<file path="src/rtl/mem_port_arbiter_pkg.sv">
// Shared types for the unified-memory port arbiter.
// Owner encoding tracks which port the in-flight read belongs to.
package mem_port_arbiter_pkg;

   localparam int OWN_W = 2;

   typedef enum logic [OWN_W-1:0] {
      OWN_NONE = 2'd0,
      OWN_IF   = 2'd1,
      OWN_D    = 2'd2
   } own_t;

   function automatic logic misaligned(input logic [31:0] addr);
      return addr[1:0] != 2'b00;
   endfunction

endpackage

</file>
<file path="src/rtl/mem_port_arbiter_if.sv">
// Pipeline-side and memory-side signals of the port arbiter.
// The arbiter takes the slave view; the pipeline/memory model the master view.
interface mem_port_arbiter_if;

   logic        if_req;
   logic [31:0] if_addr;
   logic        if_gnt;
   logic        if_stall;
   logic        if_rvalid;
   logic [31:0] if_rdata;

   logic        d_req;
   logic        d_we;
   logic [31:0] d_addr;
   logic [31:0] d_wdata;
   logic        d_gnt;
   logic        d_stall;
   logic        d_rvalid;
   logic [31:0] d_rdata;
   logic        d_err;

   logic [31:0] mem_a;
   logic [31:0] mem_wd;
   logic        mem_we;
   logic        mem_rd_en;
   logic [31:0] mem_rd;

   modport slave (
      input  if_req, if_addr, d_req, d_we, d_addr, d_wdata, mem_rd,
      output if_gnt, if_stall, if_rvalid, if_rdata,
      output d_gnt, d_stall, d_rvalid, d_rdata, d_err,
      output mem_a, mem_wd, mem_we, mem_rd_en
   );

   modport master (
      output if_req, if_addr, d_req, d_we, d_addr, d_wdata, mem_rd,
      input  if_gnt, if_stall, if_rvalid, if_rdata,
      input  d_gnt, d_stall, d_rvalid, d_rdata, d_err,
      input  mem_a, mem_wd, mem_we, mem_rd_en
   );

endinterface

</file>
<file path="src/rtl/mem_port_arbiter_starve_counter.sv">
// Counts consecutive denied IF cycles; asserts force_gnt at the limit.
// Saturates so a long D burst cannot wrap the count.
module arb_starve_counter #(
   parameter int unsigned MAX_WAIT = 3
) (
   input  logic CLK,
   input  logic reset,
   input  logic req,
   input  logic gnt,
   output logic force_gnt
);

   localparam logic [3:0] MAX = 4'(MAX_WAIT);

   logic [3:0] cnt;

   always_ff @(posedge CLK) begin
      if (reset)
         cnt <= 4'd0;
      else if (gnt || !req)
         cnt <= 4'd0;
      else if (cnt != MAX)
         cnt <= cnt + 4'd1;
   end

   assign force_gnt = (cnt == MAX);

endmodule

</file>
<file path="src/rtl/mem_port_arbiter.sv">
// Shares single-ported unified memory between IF and the MEM-stage D port.
// D wins by default; a starved IF is forced through after IF_MAX_WAIT denials.
module mem_port_arbiter
   import mem_port_arbiter_pkg::*;
#(
   parameter int unsigned IF_MAX_WAIT = 3,
   parameter bit          CHECK_ALIGN = 1'b1
) (
   input  logic               CLK,
   input  logic               reset,
   mem_port_arbiter_if.slave  bus
);

   own_t own_q;
   own_t own_d;
   logic force_if;
   logic mis;
   logic d_rd_issue;

   arb_starve_counter #(
      .MAX_WAIT (IF_MAX_WAIT)
   ) u_starve (
      .CLK       (CLK),
      .reset     (reset),
      .req       (bus.if_req),
      .gnt       (bus.if_gnt),
      .force_gnt (force_if)
   );

   assign mis = CHECK_ALIGN && misaligned(bus.d_addr);

   always_comb begin
      bus.if_gnt = 1'b0;
      bus.d_gnt  = 1'b0;
      if (!reset) begin
         if (bus.d_req && !force_if)
            bus.d_gnt = 1'b1;
         else if (bus.if_req)
            bus.if_gnt = 1'b1;
         else if (bus.d_req)
            bus.d_gnt = 1'b1;
      end
   end

   assign bus.if_stall = bus.if_req & ~bus.if_gnt;
   assign bus.d_stall  = bus.d_req & ~bus.d_gnt;
   assign d_rd_issue   = bus.d_gnt & ~bus.d_we & ~mis;

   // Misaligned D accesses are granted but never reach memory.
   always_comb begin
      bus.mem_a     = 32'd0;
      bus.mem_we    = 1'b0;
      bus.mem_rd_en = 1'b0;
      if (bus.if_gnt) begin
         bus.mem_a     = bus.if_addr;
         bus.mem_rd_en = 1'b1;
      end else if (bus.d_gnt) begin
         bus.mem_a     = bus.d_addr;
         bus.mem_we    = bus.d_we & ~mis;
         bus.mem_rd_en = d_rd_issue;
      end
   end

   assign bus.mem_wd = bus.d_wdata;

   always_ff @(posedge CLK) begin
      if (reset)
         own_q <= OWN_NONE;
      else
         own_q <= own_d;
   end

   // Reset also squashes the return landing in the reset cycle.
   always_comb begin
      own_d         = OWN_NONE;
      bus.if_rvalid = 1'b0;
      bus.d_rvalid  = 1'b0;
      bus.if_rdata  = 32'd0;
      bus.d_rdata   = 32'd0;
      if (bus.if_gnt)
         own_d = OWN_IF;
      else if (d_rd_issue)
         own_d = OWN_D;
      if (!reset) begin
         unique case (own_q)
            OWN_IF: begin
               bus.if_rvalid = 1'b1;
               bus.if_rdata  = bus.mem_rd;
            end
            OWN_D: begin
               bus.d_rvalid = 1'b1;
               bus.d_rdata  = bus.mem_rd;
            end
            default: ;
         endcase
      end
   end

   always_ff @(posedge CLK) begin
      if (reset)
         bus.d_err <= 1'b0;
      else
         bus.d_err <= bus.d_gnt & mis;
   end

endmodule

</file>
<file path="src/flat_wrapper.sv">
// flat-port wrapper written by rule: the top's interface ports become plain ports
module mem_port_arbiter_flat import mem_port_arbiter_pkg::*;
#(
   parameter int unsigned IF_MAX_WAIT = 3,
   parameter bit          CHECK_ALIGN = 1'b1
)
  (CLK, reset, bus_if_req, bus_if_addr, bus_d_req, bus_d_we, bus_d_addr, bus_d_wdata, bus_mem_rd, bus_if_gnt, bus_if_stall, bus_if_rvalid, bus_if_rdata, bus_d_gnt, bus_d_stall, bus_d_rvalid, bus_d_rdata, bus_d_err, bus_mem_a, bus_mem_wd, bus_mem_we, bus_mem_rd_en);
  mem_port_arbiter_if bus_i ();
  input  logic CLK;
  input  logic reset;
  input wire logic [$bits(bus_i.if_req)-1:0] bus_if_req;
  input wire logic [$bits(bus_i.if_addr)-1:0] bus_if_addr;
  input wire logic [$bits(bus_i.d_req)-1:0] bus_d_req;
  input wire logic [$bits(bus_i.d_we)-1:0] bus_d_we;
  input wire logic [$bits(bus_i.d_addr)-1:0] bus_d_addr;
  input wire logic [$bits(bus_i.d_wdata)-1:0] bus_d_wdata;
  input wire logic [$bits(bus_i.mem_rd)-1:0] bus_mem_rd;
  output wire logic [$bits(bus_i.if_gnt)-1:0] bus_if_gnt;
  output wire logic [$bits(bus_i.if_stall)-1:0] bus_if_stall;
  output wire logic [$bits(bus_i.if_rvalid)-1:0] bus_if_rvalid;
  output wire logic [$bits(bus_i.if_rdata)-1:0] bus_if_rdata;
  output wire logic [$bits(bus_i.d_gnt)-1:0] bus_d_gnt;
  output wire logic [$bits(bus_i.d_stall)-1:0] bus_d_stall;
  output wire logic [$bits(bus_i.d_rvalid)-1:0] bus_d_rvalid;
  output wire logic [$bits(bus_i.d_rdata)-1:0] bus_d_rdata;
  output wire logic [$bits(bus_i.d_err)-1:0] bus_d_err;
  output wire logic [$bits(bus_i.mem_a)-1:0] bus_mem_a;
  output wire logic [$bits(bus_i.mem_wd)-1:0] bus_mem_wd;
  output wire logic [$bits(bus_i.mem_we)-1:0] bus_mem_we;
  output wire logic [$bits(bus_i.mem_rd_en)-1:0] bus_mem_rd_en;
  assign bus_i.if_req = bus_if_req;
  assign bus_i.if_addr = bus_if_addr;
  assign bus_i.d_req = bus_d_req;
  assign bus_i.d_we = bus_d_we;
  assign bus_i.d_addr = bus_d_addr;
  assign bus_i.d_wdata = bus_d_wdata;
  assign bus_i.mem_rd = bus_mem_rd;
  assign bus_if_gnt = bus_i.if_gnt;
  assign bus_if_stall = bus_i.if_stall;
  assign bus_if_rvalid = bus_i.if_rvalid;
  assign bus_if_rdata = bus_i.if_rdata;
  assign bus_d_gnt = bus_i.d_gnt;
  assign bus_d_stall = bus_i.d_stall;
  assign bus_d_rvalid = bus_i.d_rvalid;
  assign bus_d_rdata = bus_i.d_rdata;
  assign bus_d_err = bus_i.d_err;
  assign bus_mem_a = bus_i.mem_a;
  assign bus_mem_wd = bus_i.mem_wd;
  assign bus_mem_we = bus_i.mem_we;
  assign bus_mem_rd_en = bus_i.mem_rd_en;
  mem_port_arbiter #(.IF_MAX_WAIT(IF_MAX_WAIT), .CHECK_ALIGN(CHECK_ALIGN)) u_core (.CLK(CLK), .reset(reset), .bus(bus_i));
endmodule
</file>
<file path="config.mk">
export PLATFORM = sky130hd
export DESIGN_NAME = mem_port_arbiter_flat
export DESIGN_NICKNAME = d
export VERILOG_FILES = /design/src/rtl/mem_port_arbiter_pkg.sv /design/src/rtl/mem_port_arbiter_if.sv /design/src/rtl/mem_port_arbiter_starve_counter.sv /design/src/rtl/mem_port_arbiter.sv /design/src/flat_wrapper.sv
export SDC_FILE = /design/constraint.sdc
export NUM_CORES = 1
export LEC_CHECK = 0
export ABC_CLOCK_PERIOD_IN_PS = 5660
export BUFFER_PORTS_ARGS = -buffer_cell sky130_fd_sc_hd__buf_2
export CORE_AREA = 2 2 103 105
export DETAILED_ROUTE_END_ITERATION = 10
export DIE_AREA = 0 0 105 107
export PLACE_DENSITY = 0.6
export SYNTH_ARGS = -nofsm -noshare
export SYNTH_HDL_FRONTEND = slang
export SYNTH_HIERARCHICAL = 1
export SYNTH_SLANG_ARGS = --single-unit
</file>
<file path="constraint.sdc">
create_clock -name CLK -period 5.66 [get_ports CLK]
set_clock_uncertainty 0.05 [all_clocks]
set_input_delay 0.566 -clock CLK [delete_from_list [all_inputs] [get_ports CLK]]
set_output_delay 0.566 -clock CLK [all_outputs]
set_load 0.03 [all_outputs]
</file>
Yosys cells after proc, flatten, opt, wreduce, memory -nomap -nowiden
Index checks and enable logic that the tools add are counted.

Register bits after elaboration: 7. Logic and storage cells: 49. Input port bits: 133.

Bitwise gates (word level): 10. Reduce and logical (&&, ||, !) cells: 7. Equal/unequal tests: 4. Muxes and demuxes: 23. Add/sub/neg operators: 1.

Operator list (number): 2-to-1 mux 32 bit (6); 2-to-1 mux 1 bit (16); bitwise AND 1 bit (6); adder 4 x 1 -> 4 bit (second input constant) (1); equality test 4 x 2 -> 1 bit (second input constant) (1); inequality test 4 x 2 -> 1 bit (second input constant) (1); NOT 1 bit (4); OR reduction 2 bit (2); equality test 2 x 1 -> 1 bit (second input constant) (1); equality test 2 bit (second input constant) (1); zero test 1 bit (2); 2-to-1 mux 2 bit (1); nonzero test 2 bit (1); logical AND 1 bit (1); logical OR 1 bit (1).

Longest topological paths before layout
Gate-level depths: netlist (run 1).

Depth in word-level cells: 9. Gate-level depth with buffers: 7. Gate-level depth less buffers: 5.

Cells and area by module
The synthesis (run 1) kept the hierarchy.

Modules (own cells, without submodules): mem_port_arbiter (cells each 160, seq. area each 60.1 um^2, times used 1, area each 1188.6 um^2); arb_starve_counter (cells each 17, seq. area each 80.1 um^2, times used 1, area each 182.7 um^2).

Worst setup path before layout (run 1)
Ideal clock, no wire load.

Path kind: register to output. Start: register u_core.u_starve.cnt[0]. End: output port bus_mem_a[21]. Stages on the path, launching flop included: 7. Arrival time: 1.588 ns. Buffers on the path: 2. Slack: 3.456 ns. Cell sequence: dfxtp_1 > ha_1 > nor3b_4 > o211a_1 > buf_6 > buf_6 > a22o_1.

Elaborated cells between the ends (all ways): 9. Classes of those cells: 1 x eq/ne; 6 x mux; 2 x reduce/logical.

RTL lines: from (decl) (line mem_port_arbiter_starve_counter.sv:15) `logic [3:0] cnt;`; from (signal assigned) (line mem_port_arbiter_starve_counter.sv:23) `cnt <= cnt + 4'd1;`; equality test 4 x 2 -> 1 bit (line mem_port_arbiter_starve_counter.sv:26) `assign force_gnt = (cnt == MAX);`; named net u_core.force_if (line mem_port_arbiter.sv:16) `logic force_if;`; zero test 1 bit (line mem_port_arbiter.sv:36) `if (bus.d_req && !force_if)`; logical AND 1 bit (line mem_port_arbiter.sv:36); 2-to-1 mux 1 bit (line mem_port_arbiter.sv:36); 2-to-1 mux 1 bit (line mem_port_arbiter.sv:35) `if (!reset) begin`; named net bus_if_gnt (line flat_wrapper.sv:18) `output wire logic [$bits(bus_i.if_gnt)-1:0] bus_if_gnt;`; 2-to-1 mux 32 bit (line mem_port_arbiter.sv:54) `if (bus.if_gnt) begin`; to (decl) (line flat_wrapper.sv:27) `output wire logic [$bits(bus_i.mem_a)-1:0] bus_mem_a;`.

The timed path passes the listed nets, and every way through them passes these cells.

Worst setup path after layout (run 1)
Start: register u_core.u_starve.cnt[0]. End: output port bus_mem_a[30].

Word-level cells in the longest chain between the ends: 7. Elaborated cells between the ends (all ways): 9. Classes of those cells: 1 x eq/ne; 6 x mux; 2 x reduce/logical.

RTL lines: equality test 4 x 2 -> 1 bit (*) (line mem_port_arbiter_starve_counter.sv:26); named net u_core.force_if (line mem_port_arbiter.sv:16); zero test 1 bit (*) (line mem_port_arbiter.sv:36); logical AND 1 bit (*) (line mem_port_arbiter.sv:36); 2-to-1 mux 1 bit (line mem_port_arbiter.sv:36); 2-to-1 mux 1 bit (line mem_port_arbiter.sv:35); 2-to-1 mux 32 bit (line mem_port_arbiter.sv:57) `end else if (bus.d_gnt) begin`; 2-to-1 mux 32 bit (*) (line mem_port_arbiter.sv:54).

Mark *: on every way through the listed nets, which the timed path passes. The rest lies on a longest branch.

==> results of run 1 <==
==> sequential cells by signal, indices dropped and copies added (netlist names) <==
name and flops:
u_core/bus.d_err 1, u_core/own_q 2, u_core/u_starve/cnt 4
==> how the worst max path moves through the flow <==
stage	endpoint	slack [ns]	depth (start not counted)
floorplan	bus_mem_a[21]	3.46	6
global placement	bus_mem_a[30]	2.72	5
detailed placement	bus_mem_a[30]	2.59	5
CTS	bus_mem_a[30]	2.35	5
global route	bus_mem_a[30]	2.22	5
finish	bus_mem_a[30]	2.39	5
==> cells in the mapped netlist, types with 2 or more instances <==
library cell / n / area share (%)
a22o_1: 32 / 20
and2_1: 65 / 30
buf_2: 3 / 1.1
buf_4: 35 / 19
buf_6: 4 / 3.3
clkbuf_1: 4 / 1.1
dfxtp_1: 7 / 10
nor2_1: 5 / 1.4
nor2b_1: 2 / 0.91
nor3b_2: 2 / 1.8
o211a_1: 2 / 1.5
xor2_1: 2 / 1.3
==> metal layers <==
| layer | wire, µm | vias up |
|---|---|---|
| met4 | 24 | 2 |
| li1 | - | 895 |
| met2 | 3480 | 168 |
| met1 | 2200 | 860 |
| met3 | 890 | 4 |
| met5 | 20 | - |
==> cells by family after synthesis <==
kind of cell | count (synthesis) | synth area share [%]
and+or+nand+nor | 81 | 38.0
adders and majority gates | 1 | 0.912
DFF | 7 | 10.2
buffers and inverters | 48 | 25.2
xor gates and xnor gates | 2 | 1.28
AOI/OAI and AO/OA | 37 | 23.7
muxes | 1 | 0.730
==> metrics by stage <==
| step | utilization [%] | instances | setup WS (ns) |
|---|---|---|---|
| final | 22.8 | 479 | 2.39 |
| after floorplan | - | 177 | 3.46 |
| after detailed placement | 22.4 | 475 | 2.59 |
| after global routing | 22.8 | 479 | 2.22 |
| after global placement | 22.4 | 475 | 2.72 |
| after CTS | 22.8 | 479 | 2.35 |
==> worst reg2reg max path, delay by kind of cell (launching register included) <==
kind                     cells  cell delay (ns)
flip-flops                   1             0.37
AO/OA/AOI/OAI                1             0.91
AND/OR/NAND/NOR              3             0.72
adder cells (fa/ha/maj)      1             0.21
==> power by group <==
part | leakage [nW] | internal [mW] | switching (mW)
registers | 0.0571 | 0.0511 | 0.00101
logic | 1.39 | 0.0555 | 0.0854
clock network | 0.0228 | 0.0486 | 0.0208
==> area by class of cell <==
type / instances / share of cell area (%)
sequential: 7 / 6.08
multi-input combinational: 122 / 38.8
tap: 136 / 7.38
inverter: 2 / 0.326
clock buffer: 4 / 1.95
timing repair buffer: 208 / 45.5
==> metrics.md, run 1 <==
| Metric | Value |
|---|---|
| Primary FF master, synth | `dfxtp_1` |
| Cell Rows | `37` |
| Pwr/cell area | `114 nW/µm²` |
| Die footprint | `11200 µm²` |
| # fillers | `1099` |
| Max IR drop VDD | `around 0.063 mV` |
| Met1 global-route usage | `approximately 10%` |
| Max Cap Viol | `0` |
| CP Max Fanout | `36` |
| RSZ-0062 raised after global routing | `no` |
| Slew margin rel. | `27.7%` |
| Critical path's top delay family | `compound AO/OA/AOI/OAI gates` |
| Antenna cells | `0` |
| Grt met3 use | `approximately 3.5%` |
| Syn Nets | `between 300 and 400` |
| CP endpoint kind | `output port` |
| Final Instance Area | `2300 µm²` |
| Die H | `approximately 110 µm` |
| Most Crowded Layer GR | `met2` |
| CTS tree | `built` |
| Final hold slack | `roughly 0.49 ns` |
| Post-Place Cell Area | `2260 µm²` |
| Fmax | `a little over 300 MHz` |
| WL/cell | `approximately 14 µm` |
| First-pass GRT wire length | `9.09 mm` |
| Vias per inst | `4.03` |
| Yosys reg bits | `7` |
| Clk pin slew, worst setup/hold paths | `0.04 ns` |
| Iter 0 DRT Violations | `113` |
| Gate Count Post-Synth | `177` |
| Initial Util | `13.6%` |
| Initial antenna violation count | `1` |
| Core area | `10100 µm²` |
| Clock tree buffer depth | `2` |
| Leakage power | `1.47 nW` |
| Crit path time final | `3.27 ns` |
| Hold_buf cts | `0` |
| Area of the multi-input gates | `893 µm²` |
| Final setup viols | `0` |
| Async set-reset flop share out of synthesis | `0%` |
| Num CTS Buffers | `3` |
| Net count, final | `~480` |
| Hold Path Sink | `u_core/u_starve/cnt[2]` |
| Worst endpoint required time | `5.04 ns` |
| WP buf/inv | `1` |
| Global-route usage over all layers | `10.1%` |
| Status | `completed` |
| Post-synth EDFFs | `0` |
| R2R Path End | `u_core/u_starve/cnt[0]` |
| Worst r2r path cells | `5` |
| Post-CTS setup buffer count | `0` |
| Final hold vios | `0` |
| Arrival time worst endpoint | `2.66 ns` |
| Seq/Total Area, Yosys | `10.2%` |
| Num Clock Sinks | `7` |
| R2r startpoint | `u_core/u_starve/cnt[0]` |
| Port-buffer cells | `around 210` |
| CP max stage delay | `0.91 ns` |
| HPWL Detailed | `5.91 mm` |
| Post_cts resized | `0` |
| Syn Std Cell Area | `1370 µm²` |
| Vias in the first global route | `1792` |
| Clock Latency Late Sink | `0.22 ns` |
| Slew of the pin with the lowest slew margin | `about 1.1 ns` |
| Commonest cells after routing, fill and taps aside | `205 x buf_2, 65 x and2_1, 32 x a22o_1` |
| Power, Total | `0.262 mW` |
| H-tree Lvls | `1` |
| Worst setup SP type | `flop` |
| Congestion Overflow GR | `0` |
| Critical path class | `reg -> out` |
| Avg Synthesized Cell Area | `7.75 µm²` |
| Clock Tree Root | `clkbuf_8` |
| Pin count of the biggest net entering global routing | `39` |
| I/O pins | `270` |
| DRC | `0` |
| Setup TNS | `0 ns` |
| Worst setup startpoint | `u_core/u_starve/cnt[0]` |
| Yosys cell types | `26` |
| GPL Wtd Cong | `0.741` |
| Slowest-stage cell, CP | `o211a_1` |
| YS warnings | `6` |
| DR vias | `1929` |
| Cell Chain, Critical Path | `ha_1 > nor3b_4 > o211a_1 > a22o_1 > buf_2` |
| DRT Pass-1 Iters | `4` |
| Post-route ant nets | `0` |
| Hold Crit Depth | `2` |
| Total Routed Length | `6.61 mm` |
| Ratio of cells with drive above 1 in the final layout | `63.0%` |
| Min-delay worst type | `reg -> reg` |
| Sequential cell area | `140 µm²` |
| Synthesis-to-layout area growth | `68.1%` |
| Fin crit share | `57.8%` |
| Min-delay src | `u_core/u_starve/cnt[2]` |
| Reg2reg setup slack | `3.29 ns` |
| DIE WIDTH | `105 µm` |
| Max-slew violations | `0` |
| Commonest non-fill, non-tap cell in the layout | `buf_2` |
| M2 GR Usage | `20.7%` |
(Power assumes the default switching activity.)
==> inputs of run 2 (changes only) <==
--- a/config.mk
+++ b/config.mk
@@ -5,12 +5,12 @@
 export SDC_FILE = /design/constraint.sdc
 export NUM_CORES = 1
 export LEC_CHECK = 0
-export ABC_CLOCK_PERIOD_IN_PS = 5660
+export ABC_CLOCK_PERIOD_IN_PS = 2700
 export BUFFER_PORTS_ARGS = -buffer_cell sky130_fd_sc_hd__buf_2
-export CORE_AREA = 2 2 103 105
+export CORE_AREA = 2 2 104 106
 export DETAILED_ROUTE_END_ITERATION = 10
-export DIE_AREA = 0 0 105 107
-export PLACE_DENSITY = 0.6
+export DIE_AREA = 0 0 106 108
+export PLACE_DENSITY = 0.61
 export SYNTH_ARGS = -nofsm -noshare
 export SYNTH_HDL_FRONTEND = slang
 export SYNTH_HIERARCHICAL = 1
==> constraint.sdc (replaced) <==
create_clock -name CLK -period 2.7 [get_ports CLK]
set_clock_uncertainty 0.05 [all_clocks]
set_input_delay 0.27 -clock CLK [delete_from_list [all_inputs] [get_ports CLK]]
set_output_delay 0.27 -clock CLK [all_outputs]
set_load 0.03 [all_outputs]
==> metrics.md, run 2 (synthesis gave the netlist of run 1 again) <==
| Metric | Value |
|---|---|
| Clock Latency Late Sink | `0.23 ns (about the same)` |
| Biggest regs | `u_core/u_starve/cnt x4, u_core/own_q x2, u_core/bus.d_err x1` |
| Commonest non-fill, non-tap cell in the layout | `buf_2` |
| Layout Utilization | `22.6% (-0.24 points)` |
| Ratio of cells with drive above 1 in the final layout | `63.1% (+0.11 points)` |
| Clk pwr share | `26.9% (+0.4 points)` |
| WL/cell | `12.3 µm (-11%)` |
| Clock tree buffer depth | `2 (unchanged)` |
| Total Routed Length | `5.90 mm (-11%)` |
| Cell Rows | `37 (unchanged)` |
| Hold_buf cts | `0 (unchanged)` |
| WP buf/inv | `2 (+1)` |
| Final Instance Area | `2310 µm² (+0.33%)` |
| Clk pin slew, worst setup/hold paths | `0.04 ns (about the same)` |
| Congestion Overflow GR | `0 (unchanged)` |
| I/O pins | `270 (unchanged)` |
| NetSw | `0.220 mW (+110%)` |
| Sw frac | `40.3% (-0.53 points)` |
| Worst setup SP type | `flop` |
| Slowest-stage cell, CP | `dfxtp_1` |
| Vias per inst | `3.96 (-1.8%)` |
| Max-slew violations | `0 (unchanged)` |
| Number of placed instances, taps included | `476 (+0.21%)` |
| DIE WIDTH | `106 µm (+0.95%)` |
| Net count, final | `479 (+0.21%)` |
| Gate power share | `53.0% (-0.7 points)` |
| Final setup viols | `0 (unchanged)` |
| Setup TNS | `0 ns (unchanged)` |
| Leakage power | `1.48 nW (+0.36%)` |
| Post-CTS setup buffer count | `0 (unchanged)` |
| Max Cap Viol | `0 (unchanged)` |
| Die footprint | `11400 µm² (+1.9%)` |
| Arrival time worst endpoint | `2.09 ns (-0.57 ns)` |
| Power, Total | `0.546 mW (+110%)` |
| Critical path class | `reg -> out` |
| Iter 0 DRT Violations | `94 (-17%)` |
| Fin crit share | `roughly nine tenths` |
| DRT Pass-1 Iters | `4 (unchanged)` |
| Fmax | `415 MHz` |
| R2r startpoint | `u_core/u_starve/cnt[0]` |
| Seq pwr share | `20.0% (+0.2 points)` |
| Port-buffer cells | `205 (unchanged)` |
| Synthesis-to-layout area growth | `68.6%` |
| Clock Tree Root | `clkbuf_8` |
| GPL Wtd Cong | `0.789 (+6.4%)` |
| HPWL Detailed | `5.08 mm (-14%)` |
| Min-delay src | `bus_d_addr[0]` |
| Antenna cells | `0 (unchanged)` |
| First-pass GRT wire length | `8.36 mm (-8.0%)` |
| Cell Chain, Critical Path | `ha_1 > nor3b_4 > o211a_1 > buf_4 > a22o_1 > buf_2` |
| Worst endpoint required time | `2.38 ns (-2.66 ns)` |
| Post-route ant nets | `0 (unchanged)` |
| CTS tree | `built` |
| Commonest cells after routing, fill and taps aside | `205 x buf_2, 65 x and2_1, 32 x a22o_1` |
| Max reg flops | `4 (unchanged)` |
| Pin count of the biggest net entering global routing | `39 (unchanged)` |
| Reg with most FFs | `u_core/u_starve/cnt` |
| CP Max Fanout | `36 (unchanged)` |
| Post-Place Cell Area | `2270 µm² (+0.33%)` |
| RSZ-0062 raised after global routing | `no` |
| Slew margin rel. | `73.4% (+46 points)` |
| Num Clock Sinks | `7 (unchanged)` |
| Fin cells | `480 (+0.21%)` |
| Min-delay worst type | `in -> reg` |
| Initial antenna violation count | `0 (-1)` |
| Core area | `10200 µm² (+1.4%)` |
| Int Pwr | `0.326 mW (+110%)` |
| # fillers | `1134 (+3.2%)` |
| CP endpoint kind | `output port` |
| CP max stage delay | `0.37 ns (-0.54 ns)` |
| Crit path time final | `2.41 ns` |
| Critical path's top delay family | `buffers and inverters` |
| Final hold vios | `0 (unchanged)` |
| Initial Util | `13.4% (-0.18 points)` |
| Global-route usage over all layers | `9.27% (-0.87 points)` |
| DR vias | `1899 (-1.6%)` |
| Pwr/cell area | `236 nW/µm² (+110%)` |
| Worst setup startpoint | `u_core/u_starve/cnt[0]` |
| Num CTS Buffers | `3 (unchanged)` |
| Max IR drop VDD | `0.147 mV (+130%)` |
| Post_cts resized | `0 (unchanged)` |
| Status | `completed` |
| DRC | `0 (unchanged)` |
| Die H | `108 µm (+0.93%)` |
| Slew of the pin with the lowest slew margin | `0.396 ns (-0.688 ns)` |
| H-tree Lvls | `1 (unchanged)` |
| Vias in the first global route | `1702 (-5.0%)` |
[run 2: cell count changes in the layout (fill, tap and decap cells not counted)]
cell   previous run  this run
buf_4             3         4
[run 2: metal layers]
metal	global-route usage, %	vias up	part of all wire, %
met2	19.6	166	53
met4	3.01	0	1.6
met3	1.57	6	12
met5	0	-	0
met1	8.93	827	33
li1	-	900	-
[run 2: cell type report]
class                   instances  area (µm²)  share of cell area [%]
multi-input cells             122         893                    38.6
flip-flops and latches          7         140                    6.06
well taps                     136         170                    7.36
repair buffers                209        1060                    45.7
inverters                       2        7.51                   0.325
clock buffers                   4        45.0                    1.95
[run 2: worst paths after layout]
check	end	slack, ns	cells after the start
worst max-delay path	bus_mem_a[26]	0.29	6
worst min-delay path	u_core/bus.d_err	0.29	3
worst max register to register	u_core/u_starve/cnt[0]	0.78	6
worst min register to register	u_core/u_starve/cnt[2]	0.48	2
[run 2: tightest hold or removal path, stage by stage]
cell and delay [ns]:
buf_2 0.10, nor2_1 0.06, nor2b_1 0.09
[run 2: metrics by stage]
| step | hold slack (ns) | setup WS (ns) |
|---|---|---|
| after floorplan | 0.353 | 0.792 |
| after global placement | 0.466 | 0.603 |
| after detailed placement | 0.474 | 0.517 |
| after CTS | 0.287 | 0.265 |
| after global routing | 0.303 | 0.0925 |
| final | 0.286 | 0.288 |
[run 2: power by group through the flow]
stage	logic [mW]	registers, mW	clock network, mW
after detailed placement	0.292	0.111	0
after global routing	0.311	0.110	0.157
after CTS	0.292	0.109	0.151
after floorplan	0.252	0.112	0
after global placement	0.286	0.111	0
final	0.289	0.109	0.147
